==> config.mk <==
export PLATFORM = sky130hd
export DESIGN_NAME = trb_mem_scheduler
export DESIGN_NICKNAME = d
export VERILOG_FILES = /design/src/rtl/trb_mem_scheduler_pkg.sv /design/src/rtl/trb_phase_gen.sv /design/src/rtl/trb_mem_scheduler.sv
export SDC_FILE = /design/constraint.sdc
export NUM_CORES = 1
export LEC_CHECK = 0
export ABC_CLOCK_PERIOD_IN_PS = 2100
export CAP_MARGIN = 20
export CORE_MARGIN = 2
export CORE_UTILIZATION = 23
export CTS_CLUSTER_SIZE = 30
export DETAILED_ROUTE_END_ITERATION = 6
export GPL_ROUTABILITY_DRIVEN = 0
export HOLD_SLACK_MARGIN = 0.06
export PLACE_DENSITY_LB_ADDON = 0.2
export SYNTH_ARGS = -nofsm -noshare
export SYNTH_HDL_FRONTEND = slang
export SYNTH_SLANG_ARGS = --single-unit
==> constraint.sdc <==
create_clock -name CLK_I -period 2.1 [get_ports CLK_I]
set_input_delay 0.525 -clock CLK_I [delete_from_list [all_inputs] [get_ports CLK_I]]
set_output_delay 0.525 -clock CLK_I [all_outputs]
set_load 0.005 [all_outputs]
==> src/rtl/trb_mem_scheduler_pkg.sv <==
// Shared types and width defaults for the trace RAM scheduler.
// The phase helper is the single definition of the W -> A -> R rotation.
package trb_mem_scheduler_pkg;

  localparam int TRB_ADDR_WIDTH = 8;
  localparam int TRB_WIDTH      = 16;

  typedef enum logic [2:0] {IDLE, LOG, DRAIN, HOST, RELEASE} sched_state_t;
  typedef enum logic [1:0] {PH_W, PH_A, PH_R} sched_phase_t;

  function automatic sched_phase_t next_phase(input sched_phase_t p);
    case (p)
      PH_W:    return PH_A;
      PH_A:    return PH_R;
      default: return PH_W;
    endcase
  endfunction

endpackage

==> src/rtl/trb_phase_gen.sv <==
// Three-phase slot counter (W, A, R). Advances while run_i is high,
// and is forced back to W whenever restart_i is high.
module trb_phase_gen
  import trb_mem_scheduler_pkg::*;
(
  input  logic       clk_i,
  input  logic       rst_i,
  input  logic       run_i,
  input  logic       restart_i,
  output logic [1:0] phase_o
);

  sched_phase_t phase_q, phase_d;

  always_comb begin
    phase_d = phase_q;
    if (restart_i) begin
      phase_d = PH_W;
    end else if (run_i) begin
      phase_d = next_phase(phase_q);
    end
  end

  always_ff @(posedge clk_i or posedge rst_i) begin
    if (rst_i) begin
      phase_q <= PH_W;
    end else begin
      phase_q <= phase_d;
    end
  end

  assign phase_o = phase_q;

endmodule

==> src/rtl/trb_mem_scheduler.sv <==
// Time-multiplexes the single-port trace RAM between the Logger slot
// schedule and an exclusive host access window.
module trb_mem_scheduler
  import trb_mem_scheduler_pkg::*;
#(
  parameter int ADDR_WIDTH = TRB_ADDR_WIDTH,
  parameter int DATA_WIDTH = TRB_WIDTH
) (
  input  logic                  CLK_I,
  input  logic                  RST_I,
  output logic                  RW_TURN_O,
  output logic                  WRITE_ALLOW_O,
  output logic                  READ_ALLOW_O,
  input  logic                  LOG_WRITE_I,
  input  logic [ADDR_WIDTH-1:0] LOG_WPTR_I,
  input  logic [DATA_WIDTH-1:0] LOG_WDATA_I,
  input  logic [ADDR_WIDTH-1:0] LOG_RPTR_I,
  output logic [DATA_WIDTH-1:0] LOG_RDATA_O,
  input  logic                  HOST_REQ_I,
  output logic                  HOST_GNT_O,
  input  logic                  HOST_VALID_I,
  input  logic                  HOST_WE_I,
  input  logic [ADDR_WIDTH-1:0] HOST_ADDR_I,
  input  logic [DATA_WIDTH-1:0] HOST_WDATA_I,
  output logic [DATA_WIDTH-1:0] HOST_RDATA_O,
  output logic                  HOST_RVALID_O,
  output logic                  MEM_EN_O,
  output logic                  MEM_WE_O,
  output logic [ADDR_WIDTH-1:0] MEM_ADDR_O,
  output logic [DATA_WIDTH-1:0] MEM_WDATA_O,
  input  logic [DATA_WIDTH-1:0] MEM_RDATA_I
);

  sched_state_t state_q, state_d;
  sched_phase_t phase;
  logic [1:0]   phase_raw;
  logic         run;
  logic         rvalid_q, rvalid_d;

  assign run   = (state_q == LOG) || (state_q == DRAIN);
  assign phase = sched_phase_t'(phase_raw);

  trb_phase_gen u_phase_gen (
    .clk_i     (CLK_I),
    .rst_i     (RST_I),
    .run_i     (run),
    .restart_i (!run),
    .phase_o   (phase_raw)
  );

  // A request seen at the end of R grants immediately, which bounds the
  // grant latency to three cycles when the request arrives in W.
  always_comb begin
    state_d       = state_q;
    rvalid_d      = 1'b0;
    RW_TURN_O     = 1'b0;
    WRITE_ALLOW_O = 1'b0;
    READ_ALLOW_O  = 1'b0;
    HOST_GNT_O    = 1'b0;
    MEM_EN_O      = 1'b0;
    MEM_WE_O      = 1'b0;
    MEM_ADDR_O    = '0;
    MEM_WDATA_O   = '0;
    case (state_q)
      IDLE: begin
        state_d = LOG;
      end
      LOG, DRAIN: begin
        if (phase == PH_R) begin
          state_d = HOST_REQ_I ? HOST : LOG;
        end else begin
          state_d = HOST_REQ_I ? DRAIN : LOG;
        end
        WRITE_ALLOW_O = 1'b1;
        case (phase)
          PH_W: begin
            RW_TURN_O = 1'b1;
            if (LOG_WRITE_I) begin
              MEM_EN_O    = 1'b1;
              MEM_WE_O    = 1'b1;
              MEM_ADDR_O  = LOG_WPTR_I;
              MEM_WDATA_O = LOG_WDATA_I;
            end
          end
          PH_A: begin
            MEM_EN_O   = 1'b1;
            MEM_ADDR_O = LOG_RPTR_I;
          end
          default: begin
            READ_ALLOW_O = 1'b1;
          end
        endcase
      end
      HOST: begin
        if (!HOST_REQ_I) begin
          state_d = RELEASE;
        end
        HOST_GNT_O = 1'b1;
        if (HOST_VALID_I) begin
          MEM_EN_O    = 1'b1;
          MEM_WE_O    = HOST_WE_I;
          MEM_ADDR_O  = HOST_ADDR_I;
          MEM_WDATA_O = HOST_WDATA_I;
          rvalid_d    = !HOST_WE_I;
        end
      end
      RELEASE: begin
        state_d = LOG;
      end
      default: begin
        state_d = IDLE;
      end
    endcase
  end

  always_ff @(posedge CLK_I or posedge RST_I) begin
    if (RST_I) begin
      state_q  <= IDLE;
      rvalid_q <= 1'b0;
    end else begin
      state_q  <= state_d;
      rvalid_q <= rvalid_d;
    end
  end

  assign HOST_RVALID_O = rvalid_q;
  assign LOG_RDATA_O   = MEM_RDATA_I;
  assign HOST_RDATA_O  = MEM_RDATA_I;

endmodule

## Yosys cells after proc, flatten, opt, wreduce, memory -nomap -nowiden

Index checks and enable logic that the tools add are counted.
W data, S select, Z words.

| storage, ports and cells | value |
|---|---|
| input port bits | 78 |
| flip-flop bits (word level) | 6 |
| output and inout port bits | 63 |

| operators by class | value |
|---|---|
| reductions and logical operators | 7 |
| mux-type cells | 30 |
| equality and inequality tests | 7 |

Operators by type and width:

| kind | number |
|---|---|
| $mux W16 | 3 |
| $pmux W16 S2 | 1 |
| $pmux W8 S2 | 2 |
| $mux W8 | 2 |
| $mux W1 | 12 |
| $pmux W3 S3 | 1 |
| $mux W2 | 4 |
| $eq A3 B2 Y1 const B | 2 |
| $pmux W1 S2 | 3 |
| $reduce_or A2 Y1 | 3 |
| $pmux W2 S2 | 1 |
| $eq A3 B1 Y1 const B | 1 |
| $eq A3 B3 Y1 const B | 1 |
| $logic_not A3 Y1 | 1 |
| $mux W3 | 1 |
| $eq A2 B1 Y1 const B | 1 |
| $eq A2 B2 Y1 const B | 1 |
| $logic_not A2 Y1 | 1 |
| $ne A2 B2 Y1 const B | 1 |
| $logic_not A1 Y1 | 1 |
| $logic_or A1 B1 Y1 | 1 |

## Longest topological paths before layout

Gate-level depths: netlist (run 1).

| depth | value |
|---|---|
| depth after elaboration | 4 |
| depth in mapped cells | 6 |
| mapped depth without buffers | 3 |

## Hierarchy

A second synthesis (run 1) with hierarchy kept.

| second synthesis, totals | value |
|---|---|
| cells, all modules | 118 |
| area, all modules | 949.7 um^2 |

Modules (own cells, without submodules):

| module | area each (um^2) | times used | cells each |
|---|---|---|---|
| trb_mem_scheduler | 857.1 | 1 | 109 |
| trb_phase_gen | 92.6 | 1 | 9 |

## Worst setup path after synthesis (run 1)

OpenSTA, ideal clock, no wires.

| path | value |
|---|---|
| path kind | in2out |
| start | input port LOG_WRITE_I |
| end | output port MEM_WDATA_O[10] |
| path buffers | 2 |
| cell stages on the path | 5 |
| arrival | 1.488 ns |
| path slack | 0.087 ns |
| required time | 1.575 ns |
| cells stage by stage | nor2b_1 -> clkbuf_2 -> nor4b_4 -> buf_6 -> a22o_2 |

| between the ends | value |
|---|---|
| longest elaborated chain between the ends | 3 |

RTL lines:

| element | RTL line | RTL |
|---|---|---|
| start: declaration | trb_mem_scheduler.sv:14 | `input logic LOG_WRITE_I,` |
| $mux W16 | trb_mem_scheduler.sv:78 | `if (LOG_WRITE_I) begin` |
| $mux W16 | trb_mem_scheduler.sv:75 | `case (phase)` |
| $pmux W16 S2 | trb_mem_scheduler.sv:64 | `case (state_q)` |
| end: declaration | trb_mem_scheduler.sv:30 | `output logic [DATA_WIDTH-1:0] MEM_WDATA_O,` |

No other way between the ends.

## Worst setup path after layout (run 1)

| path | value |
|---|---|
| start | register state_q[1] |
| end | output port MEM_WDATA_O[9] |

| between the ends | value |
|---|---|
| longest elaborated chain between the ends | 3 |

RTL lines:

| element | RTL line | RTL |
|---|---|---|
| start: declaration | trb_mem_scheduler.sv:34 | `sched_state_t state_q, state_d;` |
| start signal: assignment | trb_mem_scheduler.sv:121 | `state_q <= state_d;` |
| $eq A3 B1 Y1 / $eq A3 B2 Y1 (equally long branches) | trb_mem_scheduler.sv:64 |  |
| $reduce_or A2 Y1 | trb_mem_scheduler.sv:64 |  |
| $pmux W16 S2 * | trb_mem_scheduler.sv:64 |  |

Every way passes the cells marked *; elsewhere a longest branch is shown, timed or not.

==> impl_metrics.ini, run 1 <==
[critical_path]
crit_path_end_kind = primary output
crit_fanout = 3
critPathSlowestCell = dfrtp_1
max_stage_delay_ps = 400
crit_arrival_ps = 1810
ff2ff_path_depth = 5
path_class = reg2out
crit_path_frequent_cell = buf_4
startpoint_type = flip-flop
path_depth = 8
critPathBufInv = 5
cp_top_family = buffers and inverters
crit_required_ps = 1570
cp_cell_sequence = xnor2_2, buf_4, nor4b_4, buf_4, buf_8, buf_6, a22o_1, buf_2

[cts]
cts.sinks = 6
postCtsHoldBufs = 0
clockRootBuffer = clkbuf_8
cts_tree = yes
h-tree-depth = 1
clk_latency_ps = 220
cts_made_buffers = 3
clkTransAtPathRegs_ps = 40
clock_path_buffers = 2

[routing]
first_iter_violations = 17
ant_nets = 0
drc = 0
wl_per_cell_microns = 17.0
dr.pass1.iters = 4
totalWireLength_microns = 4210
vias = 1125
via_per_inst = 4.55

[power]
power.total_mw = 1.95
powerDensity_nw_per_um2 = 976
vdd_drop_max_mv = 0.324
p_leak_nw = 0.945

[global_route]
grt_pass1_wl_microns = 6000
antenna_found_initial = 0
globalRoute.totalOverflow = 0
grt_use_total_pct = 17.9
grt_max_degree = 14
first_global_vias = 1233

[synthesis]
synth_edf_count = 0
yosys.cell_types.count = 25
netlist.area_leader.share_pct = 26.7
yosysMostFrequentCell = buf_4
synth-async-reset-ratio_pct = 100
ys_warn_count = 0
netlist_instances = 116
seq_area_frac_synth_pct = 16.7
synthTopCellsByArea = buf_4, dfrtp_1, a22o_2
ys_seq_elements = 6
synth_top_area_cell = buf_4
synth_fp_nets = 194
syn-mean-instance-area_sq_um = 7.74
netlist_top_cells_count = buf_4, nand2_1, o21ai_0, a22o_2, a22oi_1
synth_area_sq_um = 898
ys.flop_type = dfrtp_1

[layout]
final_cells = 247
multi_input_area_sq_um = 559
n_antenna_cell = 0
fillers = 345
fin_area_sq_um = 2000
postLayoutCoreUtil_pct = 53.9
drive_gt1_share_pct = 37.2
syn2layout_area_growth_pct = 123
fin_nets = 279
seqCellArea_sq_um = 150

[sta]
timing.hold.ws_ps = 524
period_share_pct = 111
fin_ws_ps = -233
hold_viol = 0
drv_slew = 0
relSlewSlack_pct = 81.1
tns_ps = -4000
rsz0062_at_grt = true
report.final.setup_viol = 26
timing.fmax_ghz = 0.429
period_needed_ps = 2330
final.setup_skew_ps = 5.09
tightest_slew_ps = 283

[die]
die-area_sq_um = 4420
dieWidth_microns = 66.5
initial_core_util_pct = 24.2
pin_count = 141
die_y_microns = 66.5
core.rowCount = 22
core-area_sq_um = 3720

[outcome]
violations = setup timing
outcome = finished with violations

[job]
cap_violations = 0

[place]
dp_hpwl_microns = 2940
io_buffers = 92
pre_cts_ws_ps = -709
post_dp_cell_area_sq_um = 1700
dp.cells = 226

[hold_path]
hp-class = in2async
[power breakdown]
part | internal [mW] | switching [mW] | leakage (nW)
Clock | 0.123 | 0.0450 | 0.0216
Combinational | 0.976 | 0.620 | 0.847
Sequential | 0.155 | 0.0363 | 0.0768
Total | 1.25 | 0.701 | 0.945
[cells by family (layout without fill, tap and decap cells)]
group                     Yosys count  in the layout  synth area share (%)
buffers and inverters              43            126                  33.0
and+or+nand+nor                    28             28                  17.0
AOI/OAI and AO/OA                  38             38                  32.3
xor gates and xnor gates            1              1                 0.975
DFF                                 6              6                  16.7
[cell type report]
class                      instances  area share [%]
timing repair buffer             121            59.1
multi-input combinational         67            27.9
sequential                         6            7.50
tap                               48            3.00
clock buffer                       3            2.06
inverter                           2           0.375
[flip-flops by register name, summed over array words and instances (netlist names)]
signal               flops
state_q                  3
u_phase_gen.phase_o      2
HOST_RVALID_O            1
[worst reg2reg max path: stages, from the launching register on]
cell       delay, ps
dfrtp_1          400
buf_4            170
and4b_2          230
buf_6            120
bufbuf_16        270
nor2b_1          140
[layer usage]
metal | part of all wire, % | up-vias | global-route usage, %
met5 | 0 | - | 0
met4 | 1.1 | 0 | 5.10
met3 | 9.8 | 8 | 5.57
met2 | 56 | 56 | 35.8
met1 | 33 | 515 | 17.2
li1 | - | 546 | -
[timing repair]
action / in CTS / in global routing
setup buffers: 14 / 4
endpoints found under the hold margin: 0 / 0
setup endpoints to repair: 28 / 28
pin swaps: 6 / 7
gates cloned: 4 / 0
gates resized for setup: 131 / 14
[layout by cell type (no fill, tap or decap), types with 3 or more instances in the layout]
cell type / instances
buf_2: 14
buf_4: 14
clkdlybuf4s50_1: 61
buf_6: 18
a22o_4: 9
dfrtp_1: 6
clkbuf_8: 3
nor2_1: 6
clkbuf_2: 3
dlygate4sd2_1: 4
o21ai_0: 9
a22o_1: 7
a22oi_1: 8
nand2_1: 9
[final timing paths]
kind                                         from                      end  slack (ps)
min in group CLK_I         state_q[2]$_DFFE_PP0P_   state_q[2]$_DFFE_PP0P_         610
max reg2reg                state_q[0]$_DFFE_PP0P_  HOST_RVALID_O$_DFF_PP0_         670
max in group asynchronous                   RST_I   state_q[1]$_DFFE_PP0P_        1390
max                        state_q[1]$_DFFE_PP0P_           MEM_WDATA_O[9]        -230
min reg2reg                state_q[2]$_DFFE_PP0P_   state_q[2]$_DFFE_PP0P_         610
min                                         RST_I  HOST_RVALID_O$_DFF_PP0_         520
(Power assumes the default switching activity.)
==> run 2: changes to the inputs <==
TNS_END_PERCENT = 1   (was unset)
==> run 2 against run 1 <==
Effect of this change:
- the flow still finishes with violations (setup timing)
- highest routed layer unchanged
- die area did not move
- count of clock-buffer cells in the layout did not move
- core utilization fell by 0.17 points
- critical path type unchanged
- via count rose by 2.3%
- sequential power barely moved
- setup slack barely moved
==> impl_metrics.ini, run 2 (synthesis results as in run 1) <==
[outcome]
outcome = finished with violations
violations = setup timing

[place]
pre_cts_ws_ps = -709
dp.cells = 226
dp_hpwl_microns = 2940
io_buffers = 92

[sta]
rsz0062_at_grt = true
timing.fmax_ghz = 0.429
drv_slew = 0
period_share_pct = 111
final.setup_skew_ps = 2.79
fin_ws_ps = -233
tightest_slew_ps = 277
period_needed_ps = 2330
hold_viol = 0
report.final.setup_viol = 26
relSlewSlack_pct = 81.4
timing.hold.ws_ps = 526

[layout]
n_antenna_cell = 0
largest-register = state_q
final_common_cell = clkdlybuf4s50_1
final_cells = 248
syn2layout_area_growth_pct = 122
postLayoutCoreUtil_pct = 53.7
fin_nets = 280
drive_gt1_share_pct = 37.5
most-common-layout-cells = clkdlybuf4s50_1, buf_6, buf_2
largest_reg_flops = 3
fillers = 351

[critical_path]
startpoint_type = flip-flop
rr_startpoint = state_q[0]$_DFFE_PP0P_
reg2reg_slack_ps = 640
crit_fanout = 13
path_class = reg2out
r2r-end = HOST_RVALID_O$_DFF_PP0_
crit_path_end_kind = primary output
crit_required_ps = 1570
ff2ff_path_depth = 6
crit_start = state_q[0]$_DFFE_PP0P_
worstSetupEndpoint = MEM_WDATA_O[10]
crit_arrival_ps = 1810

[global_route]
antenna_found_initial = 0
grt_pass1_wl_microns = 5800
first_global_vias = 1217
globalRoute.totalOverflow = 0
grt_use_total_pct = 17.4
grt_max_degree = 14

[cts]
clkTransAtPathRegs_ps = 30
clock_path_buffers = 2
clk_latency_ps = 220
h-tree-depth = 1
cts_made_buffers = 3
clockRootBuffer = clkbuf_8
cts.sinks = 6
cts_tree = yes

[power]
p_leak_nw = 0.943
vdd_drop_max_mv = 0.338
power.total_mw = 1.97
powerDensity_nw_per_um2 = 986

[routing]
dr.pass1.iters = 4
totalWireLength_microns = 4140
first_iter_violations = 32
wl_per_cell_microns = 16.7
via_per_inst = 4.64
ant_nets = 0
vias = 1151
drc = 0

[die]
core-area_sq_um = 3720
core.rowCount = 22
initial_core_util_pct = 24.2
die-area_sq_um = 4420
die_y_microns = 66.5
dieWidth_microns = 66.5
pin_count = 141

[job]
cap_violations = 0

[hold_path]
hp-class = in2async
==> run 2: changes by cell type in the layout (fill, tap and decap cells not counted) <==
cell	delta
a22o_2	+2
a22o_4	-2
buf_12	+1
buf_2	+1
dlygate4sd2_1	-1
nand2_1	+1
nand2_2	-1
nor2_2	+1
nor2_4	-1
o21ai_0	-1
o21ai_1	+1
==> run 2: critical path, cell delays in order (launching register included) <==
cell     delay (ps)
dfrtp_1         400
buf_4           150
buf_6           120
and4b_2         260
buf_6           140
buf_16          140
a22o_2          260
buf_2           120
==> run 2: cell type report <==
| cell class | instances | area, sq um | area share, % |
|---|---|---|---|
| inverter | 2 | 7.51 | 0.376 |
| multi-input combinational | 67 | 537 | 26.9 |
| tap | 48 | 60.1 | 3.01 |
| timing repair buffer | 122 | 1200 | 60.1 |
| clock buffer | 3 | 41.3 | 2.07 |
| sequential | 6 | 150 | 7.52 |
==> run 2: report_power, final <==
group	internal (mW)	total [mW]	switching [mW]
clock network	0.123	0.165	0.0429
registers	0.155	0.193	0.0381
logic	0.999	1.61	0.611
==> run 2: worst min path at each step <==
| stage | startpoint | end | cells past startpoint |
|---|---|---|---|
| after floorplan | RST_I | HOST_RVALID_O$_DFF_PP0_ | 1 |
| after global placement | state_q[0]$_DFFE_PP0P_ | state_q[0]$_DFFE_PP0P_ | 2 |
| after detailed placement | state_q[2]$_DFFE_PP0P_ | state_q[2]$_DFFE_PP0P_ | 2 |
| after CTS | RST_I | HOST_RVALID_O$_DFF_PP0_ | 2 |
| after global routing | RST_I | u_phase_gen.phase_o[0]$_DFF_PP0_ | 2 |
| final | RST_I | HOST_RVALID_O$_DFF_PP0_ | 2 |
==> run 2: stage by stage <==
step / setup TNS, ps / area (sq um)
floorplan: 0 / 898
global placement: -16190 / 1700
detailed placement: -16410 / 1700
CTS: -6450 / 2000
global route: -6910 / 2000
finish: -5100 / 2000
==> run 2: layer usage <==
layer	vias up	track usage [%]	wire, microns
li1	548	-	-
met1	523	16.3	1330
met2	68	34.6	2290
met3	12	5.24	422
met4	0	6.12	87
met5	-	0	0
==> run 2: repair_timing <==
action | 4_1_cts | 5_1_grt
gates cloned | 4 | 0
gates resized for setup | 133 | 12
hold endpoints to repair | 0 | 0
hold buffers | 0 | 0
setup buffers | 14 | 3
pin swaps | 5 | 4
setup endpoints to repair | 28 | 28
